--- src/rtl/cov_window_sequencer.sv ---
// cov_window_sequencer: runs coverage collection in fixed-length windows and streams one report per window.
// Optional feature macro: COV_SEQ_CUMULATIVE_EN (sticky per-point mask, reported on rpt_cum_covered_o).
module cov_window_sequencer #(
  parameter int NUM_POINTS = 13,
  parameter int CNT_W      = 32,
  parameter int WIN_W      = 16,
  localparam int PC_W      = $clog2(NUM_POINTS + 1)
) (
  input  logic                        clock_i,
  input  logic                        reset_i,
  input  logic                        start_i,
  input  logic                        stop_i,
  input  logic [WIN_W-1:0]            win_len_i,
  input  logic [7:0]                  num_windows_i,
  input  logic [NUM_POINTS*CNT_W-1:0] hit_cnt_i,
  output logic                        cov_en_o,
  output logic                        cnt_clr_o,
  output logic                        busy_o,
  output logic                        rpt_valid_o,
  input  logic                        rpt_ready_i,
  output logic [PC_W-1:0]             rpt_covered_o,
  output logic [7:0]                  rpt_window_o,
  output logic                        rpt_partial_o,
  output logic [PC_W-1:0]             rpt_cum_covered_o
);
  typedef enum logic [2:0] {IDLE, CLEAR, RUN, SNAP, REPORT} state_t;

  state_t                state_q, state_d;
  logic [WIN_W-1:0]      win_len_q, win_len_d;
  logic [WIN_W-1:0]      cnt_q, cnt_d;
  logic [7:0]            num_win_q, num_win_d;
  logic [7:0]            index_q, index_d;
  logic                  stop_pend_q, stop_pend_d;
  logic                  partial_q, partial_d;
  logic [PC_W-1:0]       covered_q, covered_d;
  logic                  rpt_partial_q, rpt_partial_d;
  logic [NUM_POINTS-1:0] hits;
  logic                  last_win;

  function automatic logic [PC_W-1:0] popcnt(input logic [NUM_POINTS-1:0] v);
    popcnt = '0;
    for (int i = 0; i < NUM_POINTS; i++) popcnt = popcnt + {{(PC_W-1){1'b0}}, v[i]};
  endfunction

  // Reduce each hit counter to a covered flag: any nonzero count means the point was hit.
  always_comb begin
    hits = '0;
    for (int i = 0; i < NUM_POINTS; i++) hits[i] = |hit_cnt_i[i*CNT_W +: CNT_W];
  end

  assign last_win = (num_win_q != 8'd0) && (index_q + 8'd1 == num_win_q);

  // Next-state logic: window timing, stop bookkeeping and report capture.
  always_comb begin
    state_d       = state_q;
    win_len_d     = win_len_q;
    cnt_d         = cnt_q;
    num_win_d     = num_win_q;
    index_d       = index_q;
    stop_pend_d   = stop_pend_q | (stop_i && state_q != IDLE);
    partial_d     = partial_q;
    covered_d     = covered_q;
    rpt_partial_d = rpt_partial_q;
    case (state_q)
      IDLE: if (start_i) begin
        state_d     = CLEAR;
        win_len_d   = (win_len_i == '0) ? WIN_W'(1) : win_len_i;
        num_win_d   = num_windows_i;
        index_d     = 8'd0;
        stop_pend_d = 1'b0;
      end
      CLEAR: begin
        state_d   = RUN;
        cnt_d     = win_len_q - WIN_W'(1);
        partial_d = 1'b0;
      end
      RUN: begin
        state_d   = (stop_i || cnt_q == '0) ? SNAP : RUN;
        cnt_d     = (cnt_q == '0) ? cnt_q : cnt_q - WIN_W'(1);
        partial_d = stop_i && cnt_q != '0;
      end
      SNAP: begin
        state_d       = REPORT;
        covered_d     = popcnt(hits);
        rpt_partial_d = partial_q;
      end
      REPORT: if (rpt_ready_i) begin
        index_d = index_q + 8'd1;
        state_d = (stop_pend_q || stop_i || last_win) ? IDLE : CLEAR;
      end
      default: state_d = IDLE;
    endcase
  end

  // State and report registers.
  always_ff @(posedge clock_i) begin
    if (reset_i) begin
      state_q       <= IDLE;
      win_len_q     <= '0;
      cnt_q         <= '0;
      num_win_q     <= '0;
      index_q       <= '0;
      stop_pend_q   <= 1'b0;
      partial_q     <= 1'b0;
      covered_q     <= '0;
      rpt_partial_q <= 1'b0;
    end else begin
      state_q       <= state_d;
      win_len_q     <= win_len_d;
      cnt_q         <= cnt_d;
      num_win_q     <= num_win_d;
      index_q       <= index_d;
      stop_pend_q   <= stop_pend_d;
      partial_q     <= partial_d;
      covered_q     <= covered_d;
      rpt_partial_q <= rpt_partial_d;
    end
  end

`ifdef COV_SEQ_CUMULATIVE_EN
  logic [NUM_POINTS-1:0] mask_q, mask_d;
  logic [PC_W-1:0]       cum_q, cum_d;

  // Sticky mask accumulates covered points across a run; cleared when a run starts.
  always_comb begin
    mask_d = mask_q;
    cum_d  = cum_q;
    if (state_q == IDLE && start_i) mask_d = '0;
    if (state_q == SNAP) begin
      mask_d = mask_q | hits;
      cum_d  = popcnt(mask_q | hits);
    end
  end

  // Cumulative mask and count registers.
  always_ff @(posedge clock_i) begin
    if (reset_i) begin
      mask_q <= '0;
      cum_q  <= '0;
    end else begin
      mask_q <= mask_d;
      cum_q  <= cum_d;
    end
  end

  assign rpt_cum_covered_o = cum_q;
`else
  assign rpt_cum_covered_o = '0;
`endif

  assign cov_en_o      = state_q == RUN;
  assign cnt_clr_o     = state_q == CLEAR;
  assign busy_o        = state_q != IDLE;
  assign rpt_valid_o   = state_q == REPORT;
  assign rpt_covered_o = covered_q;
  assign rpt_window_o  = index_q;
  assign rpt_partial_o = rpt_partial_q;
endmodule
--- config.mk ---
export PLATFORM = sky130hd
export DESIGN_NAME = cov_window_sequencer
export DESIGN_NICKNAME = d
export VERILOG_FILES = /design/src/rtl/cov_window_sequencer.sv
export SDC_FILE = /design/constraint.sdc
export NUM_CORES = 1
export LEC_CHECK = 0
export CAP_MARGIN = 15
export CORE_AREA = 2 2 180 182
export DETAILED_ROUTE_END_ITERATION = 7
export DIE_AREA = 0 0 182 184
export GPL_TIMING_DRIVEN = 0
export RECOVER_POWER = 50
export SYNTH_ARGS = -nofsm -noshare
export SYNTH_HDL_FRONTEND = slang
export SYNTH_SLANG_ARGS = --single-unit
export TNS_END_PERCENT = 1
--- constraint.sdc ---
create_clock -name clock_i -period 5.3 [get_ports clock_i]
set_input_delay 1.06 -clock clock_i [delete_from_list [all_inputs] [get_ports clock_i]]
set_output_delay 1.06 -clock clock_i [all_outputs]
set_load 0.05 [all_outputs]
Word level (Yosys, flattened, before mapping) --
Index checks and enable logic that the tools add are counted.
Storage, ports and cells: bits in registers 58, input bits 445, output and inout port bits 21, logic and storage cells 78
Cells by class: add/sub/neg operators 15, equal/unequal tests 8, mux-type cells 14, bitwise gates (word level) 1, reductions and logical operators 31
Operators with widths (count):
- OR reduction 32 bit | 13
- adder 4 x 1 -> 4 bit | 9
- zero test 16 bit | 2
- two-way mux 16 bit | 2
- case mux 16 bit (2 select lines) | 1
- subtractor 16 x 1 -> 16 bit (second input constant) | 2
- two-way mux 8 bit | 2
- case mux 8 bit (2 select lines) | 1
- nonzero test 16 bit | 1
- case mux 3 bit (5 select lines) | 1
- adder 8 x 1 -> 8 bit (second input constant) | 1
- == test 8 bit | 1
- nonzero test 8 bit | 1
- == test 3 x 2 -> 1 bit (second input constant) | 2
- two-way mux 3 bit | 2
- AND reduction 2 bit | 3
- adder 3 x 1 -> 4 bit | 1
- two-way mux 1 bit | 4
- != test 2 bit (second input constant) | 2
- nonzero test 2 bit | 2
- adder 2 x 1 -> 3 bit | 1
- == test 3 x 1 -> 1 bit (second input constant) | 1
- == test 3 bit (second input constant) | 1
- logical AND 1 bit | 3
- 8 further kinds | 10

Depth between registers and ports, before layout --
Gate-level depths: netlist of the first run.
depth in word-level cells 13, depth in mapped cells 13, depth with buffers taken out 13

Least setup slack after synthesis of the first run --
Ideal clock, no wire load.
path kind input -> register, start point input port hit_cnt_i[312], end point register covered_q[1] (netlist: rpt_covered_o[1]), library setup time 128 ps, arrival 4717 ps, required time 5172 ps, setup slack 456 ps, stages on the path 13, buffers on the path 0, cell sequence nor4_1 -> nand4_1 -> or2_2 -> fa_1 -> fa_1 -> fa_1 -> fa_1 -> inv_1 -> fa_1 -> inv_1 -> fa_1 -> mux2i_1 -> nor2_1
Between the ends: cells in the longest elaborated chain, start to end 5
Ends and longest elaborated chain:
- start: declaration | line 15 | input logic [NUM_POINTS*CNT_W-1:0] hit_cnt_i,
- OR reduction 32 bit | line 48 | for (int i = 0; i < NUM_POINTS; i++) hits[i] = |hit_cnt_i[i*CNT_W +: CNT_W];
- adder 4 x 1 -> 4 bit (4 in series) | line 42 | for (int i = 0; i < NUM_POINTS; i++) popcnt = popcnt + {{(PC_W-1){1'b0}}, v[i]};
- end signal: assignment | line 115 | covered_q <= covered_d;
- end: declaration | line 35 | logic [PC_W-1:0] covered_q, covered_d;
Every way passes these cells. A chain may end at the register's enable or synchronous reset.

Final worst setup path of the first run --
start point input port hit_cnt_i[35], end point register covered_q[1] (netlist: rpt_covered_o[1])
Between the ends: cells in the longest elaborated chain, start to end 13
Ends and longest elaborated chain (line):
- OR reduction 32 bit | 48
- adder 1 x 1 -> 2 bit | 42
- adder 2 x 1 -> 3 bit | 42
- adder 3 x 1 -> 4 bit | 42
- adder 4 x 1 -> 4 bit (9 in series) | 42
Every way passes these cells.

==> flow_summary.yaml, run 1 <==
global_route:
  grt_max_degree: 11
  grt_antenna_before_repair: 2
  grt_overflow: 0
  grt_pass1_wl_microns: 40200
  grt_usage_pct: 16.1
  grt_pass1_vias: 6966
flow_run:
  drv_cap: 1
timing:
  fin_setup_tns_ps: 0
  finalClockSkew_ps: 5.32
  finalHoldViolations: 0
  worst_pin_slew_ps: 1510
  fmax_mhz: 192
  min_period_over_period_pct: 98.4
  slew_headroom_pct: -2.07
  setup_viol: 0
  slew_violations: 9
  fin_ws_ps: 82.8
  fin_crit_ps: 5220
pwr:
  leakagePower_nw: 3.75
  power_frac_seq_pct: 22.9
  ir_worst_vdd_mv: 0.189
  combPwrFrac_pct: 54.4
  total_power_w: 0.00280
  p_switching_w: 0.00116
  cellInternalPower_w: 0.00163
  power_density_nw_per_um2: 275
  switching_share_pct: 41.6
  p_clk_share_pct: 22.6
clock_tree:
  clkLatencyLatePin_ps: 330
  clockRootBuffer: "clkbuf_16"
  tritoncts: "built"
  cts_setup_buffers: 0
  cts.sinks: 58
  ctsLongestPathBuffers: 2
  clk_pin_slew_worst_paths_ps: 50
  cts-hold-fix-buffers: 0
  htreeDepth: 3
  numCtsBuffers: 9
synth:
  async_flop_share_pct: 0
  synth_area_leader_cell: "dfxtp_1"
  syn_area_sq_um: 4430
  synthTopCellsByArea: "dfxtp_1 (26%), nor4_1 (16%), nand2_1 (6.0%), a21oi_1 (5.7%), nand4_1 (4.5%)"
  ys.warnings.count: 0
  ys_seq_elements: 58
  synth-edff-count: 0
  synth_common_cells: "nor4_1 (113), nand2_1 (71), dfxtp_1 (58)"
  synth.most_common_cell: "nor4_1"
  yosys_most_used_dff: "dfxtp_1"
  synth.avg_cell_area_sq_um: 7.42
  ys_seq_area_share_pct: 26.2
  synth_top_area_share_pct: 26.2
  yosysUniqueCellTypes: 61
  syn_inst: 597
detailed_routing:
  route.detailed.drc: 0
  dr.pass1.iters: 5
  first_iter_violations: 358
  vias: 6842
  drtAntennaViolNets: 0
  wl_per_cell_microns: 19.4
  wl_microns: 28700
  vias_per_cell: 4.62
final_layout:
  seq_area_sq_um: 1160
  syn2layout_area_growth_pct: 130
  multiInputGateArea_sq_um: 3380
  drive_above_1_share_pct: 9.09
  fill_cells: 3338
  fin_nets: 1531
worst_setup_path:
  cp.required_ps: 5500
  path_max_fanout: 2
  startpoint_type: "input port"
  reg2reg_slack_ps: 1810
  critical_path_class: "input port to register"
  cp.arrival_ps: 5420
  cp-end-kind: "register"
placed_design:
  gp_congestion: 0.897
  dpl.hpwl_microns: 24900
  port_buffers: 461
  dp_worst_setup_slack_ps: -1180
floorplan:
  fp.dieH_microns: 184
  pin_count: 466
  start_util_pct: 14.1
  coreArea_sq_um: 31400
  die_w_microns: 182
  rows: 65
  die-area_sq_um: 33500
outcome:
  status: "finished with violations"
  violations: "capacitance limit, slew limit"
hold_path:
  hold_class: "register to register"
-- placed cells by master (no fill, tap or decap), types with 10 or more instances in the layout --
| cell type | Yosys | layout |
|---|---|---|
| dfxtp_1 | 58 | 58 |
| o21ai_0 | 20 | 20 |
| nor4_1 | 113 | 81 |
| nor4_2 | 0 | 24 |
| dlymetal6s2s_1 | 0 | 31 |
| a21oi_1 | 50 | 50 |
| a31oi_1 | 11 | 11 |
| clkbuf_2 | 1 | 15 |
| nor3_1 | 17 | 17 |
| clkdlybuf4s50_1 | 0 | 379 |
| nand4_1 | 32 | 32 |
| clkdlybuf4s15_1 | 0 | 10 |
| nor2_1 | 36 | 36 |
| dlygate4sd3_1 | 0 | 13 |
| or3_1 | 10 | 10 |
| dlygate4sd2_1 | 0 | 13 |
| inv_1 | 11 | 10 |
| clkbuf_1 | 14 | 17 |
| nand2_1 | 71 | 71 |
-- sequential cells by signal, summed over array words and instances, names as in the netlist --
signal,cells
win_len_q,16
stop_pend_q,1
cnt_q,16
rpt_partial_o,1
num_win_q,8
rpt_covered_o,4
partial_q,1
state_q,3
rpt_window_o,8
-- per-stage QoR --
step                std cells  hold slack [ps]  util (%)  cell area (sq um)
finish                   1482              495      32.4              10200
global route             1480              519      32.4              10200
CTS                      1479              491      31.8              10000
detailed placement       1463              484      30.4               9560
global placement         1463              471      30.4               9560
floorplan                 600              444         -               4440
-- critical path: stages --
cell,delay (ps)
clkdlybuf4s50_1,430
nor4_2,300
nand4_1,200
or2_4,280
fa_1,510
fa_2,610
fa_1,450
fa_1,510
inv_2,40
fa_2,330
inv_2,70
fa_1,410
mux2i_1,140
nor2_1,60
-- cells by family (layout without fill, tap and decap cells) --
group                    Yosys count  after routing  synth area share [%]
adder cells (fa/ha/maj)           13             13                  5.03
other                              1              6                0.0847
AO/OA/AOI/OAI                    128            128                  18.3
buffers and inverters             43            521                  4.41
XOR/XNOR                          13             13                  2.57
multiplexers                      10             10                  2.32
AND/OR/NAND/NOR                  331            331                  41.1
flip-flops                        58             58                  26.2
-- cell type report --
| type | instances | area share, % |
|---|---|---|
| Antenna cell | 2 | 0.0492 |
| Tap cell | 402 | 4.94 |
| Buffer | 30 | 1.41 |
| Multi-Input combinational cell | 499 | 33.2 |
| Clock buffer | 11 | 2.39 |
| Timing Repair Buffer | 462 | 45.3 |
| Clock inverter | 5 | 0.763 |
| Inverter | 13 | 0.480 |
| Sequential cell | 58 | 11.4 |
-- per-layer routing --
metal  GRT usage [%]  part of all wire (%)  up-vias  routed length, microns
met5               0                 0.056        -                      16
met4            5.81                   3.3        2                     934
met3            4.89                   9.6       43                    2770
met2            28.0                    47      403                   13400
met1            18.7                    40     3105                   11600
li1                -                     -     3289                       -
-- path summary, 6_finish.rpt --
check	startpoint	end	cells past startpoint
worst max-delay path	hit_cnt_i[35]	rpt_covered_o[1]	14
worst min-delay path	num_win_q[0]	num_win_q[0]	2
worst max register to register	state_q[0]	cnt_q[14]	12
worst min register to register	num_win_q[0]	num_win_q[0]	2
-- power groups by stage --
stage / Combinational, W / Sequential [W] / Clock, W
2_1_floorplan: 0.000850 / 0.000626 / 0
4_1_cts: 0.00151 / 0.000637 / 0.000644
5_1_grt: 0.00165 / 0.000655 / 0.000661
3_5_place_dp: 0.00150 / 0.000646 / 0
3_3_place_gp: 0.00148 / 0.000644 / 0
6_report: 0.00152 / 0.000642 / 0.000633
-- what timing repair did --
action | 4_1_cts | 5_1_grt
endpoints found under the setup margin | 4 | 2
pin swaps | 29 | 49
resized for setup | 69 | 95
gates cloned | 0 | 0
(Power assumes the default switching activity.)
==> run 2, diff against run 1 <==
--- a/config.mk
+++ b/config.mk
@@ -6,11 +6,13 @@
 export NUM_CORES = 1
 export LEC_CHECK = 0
 export CAP_MARGIN = 15
-export CORE_AREA = 2 2 180 182
+export CORE_AREA = 2 2 179 181
 export DETAILED_ROUTE_END_ITERATION = 7
-export DIE_AREA = 0 0 182 184
+export DIE_AREA = 0 0 181 183
+export DONT_BUFFER_PORTS = 1
 export GPL_TIMING_DRIVEN = 0
 export RECOVER_POWER = 50
+export SKIP_LAST_GASP = 1
 export SYNTH_ARGS = -nofsm -noshare
 export SYNTH_HDL_FRONTEND = slang
 export SYNTH_SLANG_ARGS = --single-unit
==> run 2 against run 1 <==
The run still ends with capacitance limit, slew limit left. Flip-flop and latch count is the same. Highest routed layer unchanged. Cell count decreased by 30%. Critical path type unchanged. First-iteration DRC count down 0.84%. Utilization is 15 points lower. Clock-buffer cell count fell by 1. Clock power is 2% lower. Largest power group unchanged. Wire length fell by 6.2%.
==> flow_summary.yaml, run 2 (same netlist as run 1, synthesis figures left out) <==
hold_path:
  hold-path-endpoint: "cnt_q[0]"
  hold_class: "register to register"
  hold_start: "cnt_q[0]"
  worstHoldPathCells: 2
timing:
  min_period_over_period_pct: 96.1
  slew_violations: 9
  slew_headroom_pct: -9.99
  finalHoldViolations: 0
  fmax_mhz: 196
  worst_pin_slew_ps: 1630
  setup_viol: 0
  rsz0062_at_grt: "no"
  fin_crit_ps: 5090
  finalClockSkew_ps: 3.75
floorplan:
  die-area_sq_um: 33100
  pin_count: 466
  fp.dieH_microns: 183
  start_util_pct: 14.2
  die_w_microns: 181
  coreArea_sq_um: 31200
  rows: 65
final_layout:
  fin_nets: 1070
  drive_above_1_share_pct: 7.95
  reg.largest.list: "cnt_q x16, win_len_q x16"
  mostFrequentLayoutCell: "nor4_1"
  final_cell_mix: "nor4_1 (111), nand2_1 (71), dfxtp_1 (58)"
  syn2layout_area_growth_pct: 20.1
  final_util_pct: 17.0
  fill_cells: 3559
global_route:
  grt_pass1_wl_microns: 35800
  grt_overflow: 0
  grt_usage_pct: 15.2
  grt_max_degree: 11
  grt_antenna_before_repair: 19
  grt_pass1_vias: 5304
detailed_routing:
  wl_microns: 26900
  wl_per_cell_microns: 26.1
  first_iter_violations: 355
  vias: 5355
  drtAntennaViolNets: 0
  route.detailed.drc: 0
  vias_per_cell: 5.18
  dr.pass1.iters: 5
outcome:
  violations: "capacitance limit, slew limit"
  status: "finished with violations"
pwr:
  total_power_w: 0.00240
  leakagePower_nw: 1.57
  power_density_nw_per_um2: 451
  ir_worst_vdd_mv: 0.185
clock_tree:
  cts.sinks: 58
  clk_pin_slew_worst_paths_ps: 50
  tritoncts: "built"
  numCtsBuffers: 9
  htreeDepth: 3
  cts_setup_buffers: 0
  clockRootBuffer: "clkbuf_16"
  ctsLongestPathBuffers: 2
  clkLatencyLatePin_ps: 330
worst_setup_path:
  r2r-start: "state_q[0]"
  r2r_cells: 12
  cp.required_ps: 5490
  max_stage_delay_ps: 620
  path_cells: "nor4_4 -> nand4_1 -> or2_2 -> fa_1 -> fa_1 -> fa_1 -> fa_1 -> inv_1 -> fa_1 -> inv_1 -> fa_1 -> mux2i_1 -> nor2_1"
  r2r-end: "cnt_q[14]"
  cp-end-kind: "register"
  reg2reg_slack_ps: 1840
  critical_path_class: "input port to register"
  slowest_stage: "fa_1"
  cp.arrival_ps: 5290
  crit_path_frequent_cell: "fa_1"
  startpoint_type: "input port"
  path_max_fanout: 2
placed_design:
  port_buffers: 0
  gp_congestion: 1.13
  dpl.hpwl_microns: 23300
flow_run:
  drv_cap: 1
## run 2: cell types whose count changed in the layout (fill, tap and decap cells not counted), moves of 7 or more
cell             previous run  this run
dlygate4sd2_1              13         0
clkdlybuf4s50_1           379         0
diode_2                     2        15
nor4_1                     81       111
clkdlybuf4s15_1            10         0
nor4_4                      8         1
dlygate4sd3_1              13         0
nor4_2                     24         1
dlymetal6s2s_1             31         0
clkbuf_2                   15         0
## run 2: worst max-delay path by stage
stage	to	startpoint	slack, ps
finish	rpt_covered_o[1]	hit_cnt_i[304]	210
CTS	rpt_covered_o[1]	hit_cnt_i[304]	40
detailed placement	rpt_covered_o[1]	hit_cnt_i[304]	-550
floorplan	rpt_covered_o[1]	hit_cnt_i[312]	460
global route	rpt_covered_o[1]	hit_cnt_i[304]	30
global placement	rpt_covered_o[1]	hit_cnt_i[97]	-650
## run 2: timing repair
action                                  4_1_cts  5_1_grt
pin swaps                                     0        0
hold buffers                                  0        0
gates resized for setup                       1        2
endpoints found under the setup margin        2        2
## run 2: final cells by class
cell class	instances	area [sq um]	area share (%)
sequential	58	1160	21.8
multi-input combinational	499	3100	58.3
clock buffer	10	239	4.50
timing repair buffer	1	5.00	0.0941
antenna	15	37.5	0.706
tap	402	503	9.46
inverter	13	48.8	0.918
clock inverter	5	78.8	1.48
buffer	30	145	2.73
## run 2: where the power goes
| part | leakage, nW | internal (W) | switching, W |
|---|---|---|---|
| clock | 0.158 | 0.000420 | 0.000201 |
| sequential | 0.474 | 0.000534 | 0.000123 |
| combinational | 0.942 | 0.000378 | 0.000743 |
| total | 1.57 | 0.00133 | 0.00107 |
## run 2: metrics by stage
stage	setup slack [ps]	TNS [ps]	cell area, sq um	hold WS [ps]	cells
after floorplan	456	0	4440	444	600
after global placement	-649	-1720	4940	473	1002
after detailed placement	-551	-1250	4950	476	1003
after CTS	39.2	0	5270	484	1018
after global routing	28.5	0	5310	507	1032
final	206	0	5320	483	1033
## run 2: layer usage
metal,track usage (%),vias to the layer above,wire (microns)
met5,0,-,128
met4,6.89,8,1190
met3,6.97,54,3440
met2,25.5,409,12500
met1,16.4,2504,9700
li1,-,2380,-
## run 2: critical path, delay by kind of cell
| kind | cells | cell delay [ps] |
|---|---|---|
| fa+ha+maj | 6 | 2880 |
| buf+inv | 2 | 150 |
| mux | 1 | 150 |
| simple gates | 4 | 1050 |
==> run 3, diff against run 2 <==
--- a/config.mk
+++ b/config.mk
@@ -7,10 +7,12 @@
 export LEC_CHECK = 0
 export CAP_MARGIN = 15
 export CORE_AREA = 2 2 179 181
+export CTS_BUF_LIST = sky130_fd_sc_hd__clkbuf_8
 export DETAILED_ROUTE_END_ITERATION = 7
 export DIE_AREA = 0 0 181 183
 export DONT_BUFFER_PORTS = 1
 export GPL_TIMING_DRIVEN = 0
+export PLACE_DENSITY = 0.36
 export RECOVER_POWER = 50
 export SKIP_LAST_GASP = 1
 export SYNTH_ARGS = -nofsm -noshare
==> run 3 against run 2 <==
Combinational power up 38%. Die area unchanged. Flip-flop and latch count is the same. Power is 16% higher. First-iteration DRC count grew 110%. Worst setup slack got worse by 9.0 ps. Via count grew 15%. The run still ends with capacitance limit, slew limit left. Critical endpoint unchanged. Fmax is 0.18% lower. Sequential share of layout area decreased by 0.087 points. Utilization increased by 0.068 points.
==> flow_summary.yaml, run 3 (same netlist as run 1, synthesis figures left out) <==
outcome:
  status: "finished with violations"
  violations: "capacitance limit, slew limit"
timing:
  fin_crit_ps: 5100
  setup_viol: 0
  slew_headroom_pct: -33.1
  rsz0062_at_grt: "no"
  slew_violations: 9
  fin_hold_ws_ps: 501
  finalClockSkew_ps: 9.79
  finalHoldViolations: 0
  worst_pin_slew_ps: 1970
  min_period_over_period_pct: 96.3
  fmax_mhz: 196
worst_setup_path:
  cp.arrival_ps: 5310
  critical_path_class: "input port to register"
  startpoint_type: "input port"
  cp-end-kind: "register"
  max_stage_delay_ps: 610
  cp.required_ps: 5510
  path_cells: "nor4_4 -> nand4_1 -> or2_4 -> fa_1 -> fa_2 -> fa_1 -> fa_1 -> inv_1 -> fa_2 -> inv_2 -> fa_2 -> mux2i_1 -> nor2_1"
  slowest_stage: "fa_2"
  path_max_fanout: 2
flow_run:
  drv_cap: 1
pwr:
  leakagePower_nw: 1.57
  power_density_nw_per_um2: 520
  ir_worst_vdd_mv: 0.147
clock_tree:
  cts-hold-fix-buffers: 0
  clk_pin_slew_worst_paths_ps: 80
  cts.sinks: 58
  numCtsBuffers: 9
  tritoncts: "built"
  clkLatencyLatePin_ps: 360
  cts_setup_buffers: 0
  ctsLongestPathBuffers: 2
  clockRootBuffer: "clkbuf_8"
  htreeDepth: 3
global_route:
  grt_antenna_before_repair: 16
  grt_pass1_vias: 6886
  grt_pass1_wl_microns: 60600
  grt_usage_pct: 27.0
  grt_max_degree: 11
  grt_overflow: 0
final_layout:
  drive_above_1_share_pct: 9.85
  fin_nets: 1072
  mostFrequentLayoutCell: "nor4_1"
  final_cell_mix: "nor4_1 (107), nand2_1 (71), dfxtp_1 (58)"
  finalNonFillerCells: 1032
  syn2layout_area_growth_pct: 20.5
  final_util_pct: 17.1
  reg.largest.list: "cnt_q x16, win_len_q x16"
floorplan:
  start_util_pct: 14.2
  fp.dieH_microns: 183
  pin_count: 466
  die_w_microns: 181
  rows: 65
  coreArea_sq_um: 31200
  die-area_sq_um: 33100
detailed_routing:
  dr.pass1.iters: 7
  vias: 6149
  wl_microns: 45800
  wl_per_cell_microns: 44.4
  vias_per_cell: 5.96
  route.detailed.drc: 0
  first_iter_violations: 745
  drtAntennaViolNets: 0
hold_path:
  hold_class: "register to register"
placed_design:
  gp_congestion: 1.15
  dp.cells: 1005
  dpl.hpwl_microns: 40600
  port_buffers: 0
[run 3: worst paths after layout]
path / startpoint / to / slack, ps / depth (start not counted)
worst max-delay path: hit_cnt_i[57] / rpt_covered_o[1] / 200 / 13
worst min register to register: num_win_q[1] / num_win_q[1] / 500 / 2
worst max register to register: state_q[0] / cnt_q[12] / 950 / 12
worst min-delay path: num_win_q[1] / num_win_q[1] / 500 / 2
[run 3: layout make-up]
cell class	instances	area, sq um
fillers	3617	25900
clock buffers	9	124
repair buffers	3	40.0
flip-flops and latches	58	1160
plain buffers	30	144
inverters	13	48.8
diodes	11	27.5
clock inverters	7	109
well taps	402	503
multi-input cells	499	3180
[run 3: per-layer routing]
| layer | GRT usage, % | vias to the layer above | wire length [microns] |
|---|---|---|---|
| li1 | - | 2378 | - |
| met1 | 28.0 | 3036 | 15800 |
| met2 | 48.4 | 538 | 22700 |
| met3 | 9.79 | 187 | 4690 |
| met4 | 12.8 | 10 | 2610 |
| met5 | 0.148 | - | 69 |
[run 3: metrics by stage]
step	power (W)	cell area (sq um)	setup TNS, ps	setup WS, ps
2_1_floorplan	0.00148	4440	0	456
3_3_place_gp	0.00242	4940	-4970	-1520
3_5_place_dp	0.00218	5000	-2750	-911
4_1_cts	0.00269	5310	-14.4	-14.4
5_1_grt	0.00284	5330	0	15.5
6_report	0.00278	5340	0	197
[run 3: power breakdown]
part,switching [W],internal (W)
sequential,0.000181,0.000533
clock,0.000209,0.000308
combinational,0.00114,0.000402
[run 3: timing repair]
| item | CTS | global route |
|---|---|---|
| pin swaps | 2 | 8 |
| setup endpoints to repair | 4 | 2 |
| gates resized for setup | 12 | 4 |
| cloned | 0 | 0 |
[run 3: critical path: cells and delay by family]
family,cells,cell delay [ps]
mux,1,140
buf+inv,2,150
simple gates,4,1060
fa+ha+maj,6,2890
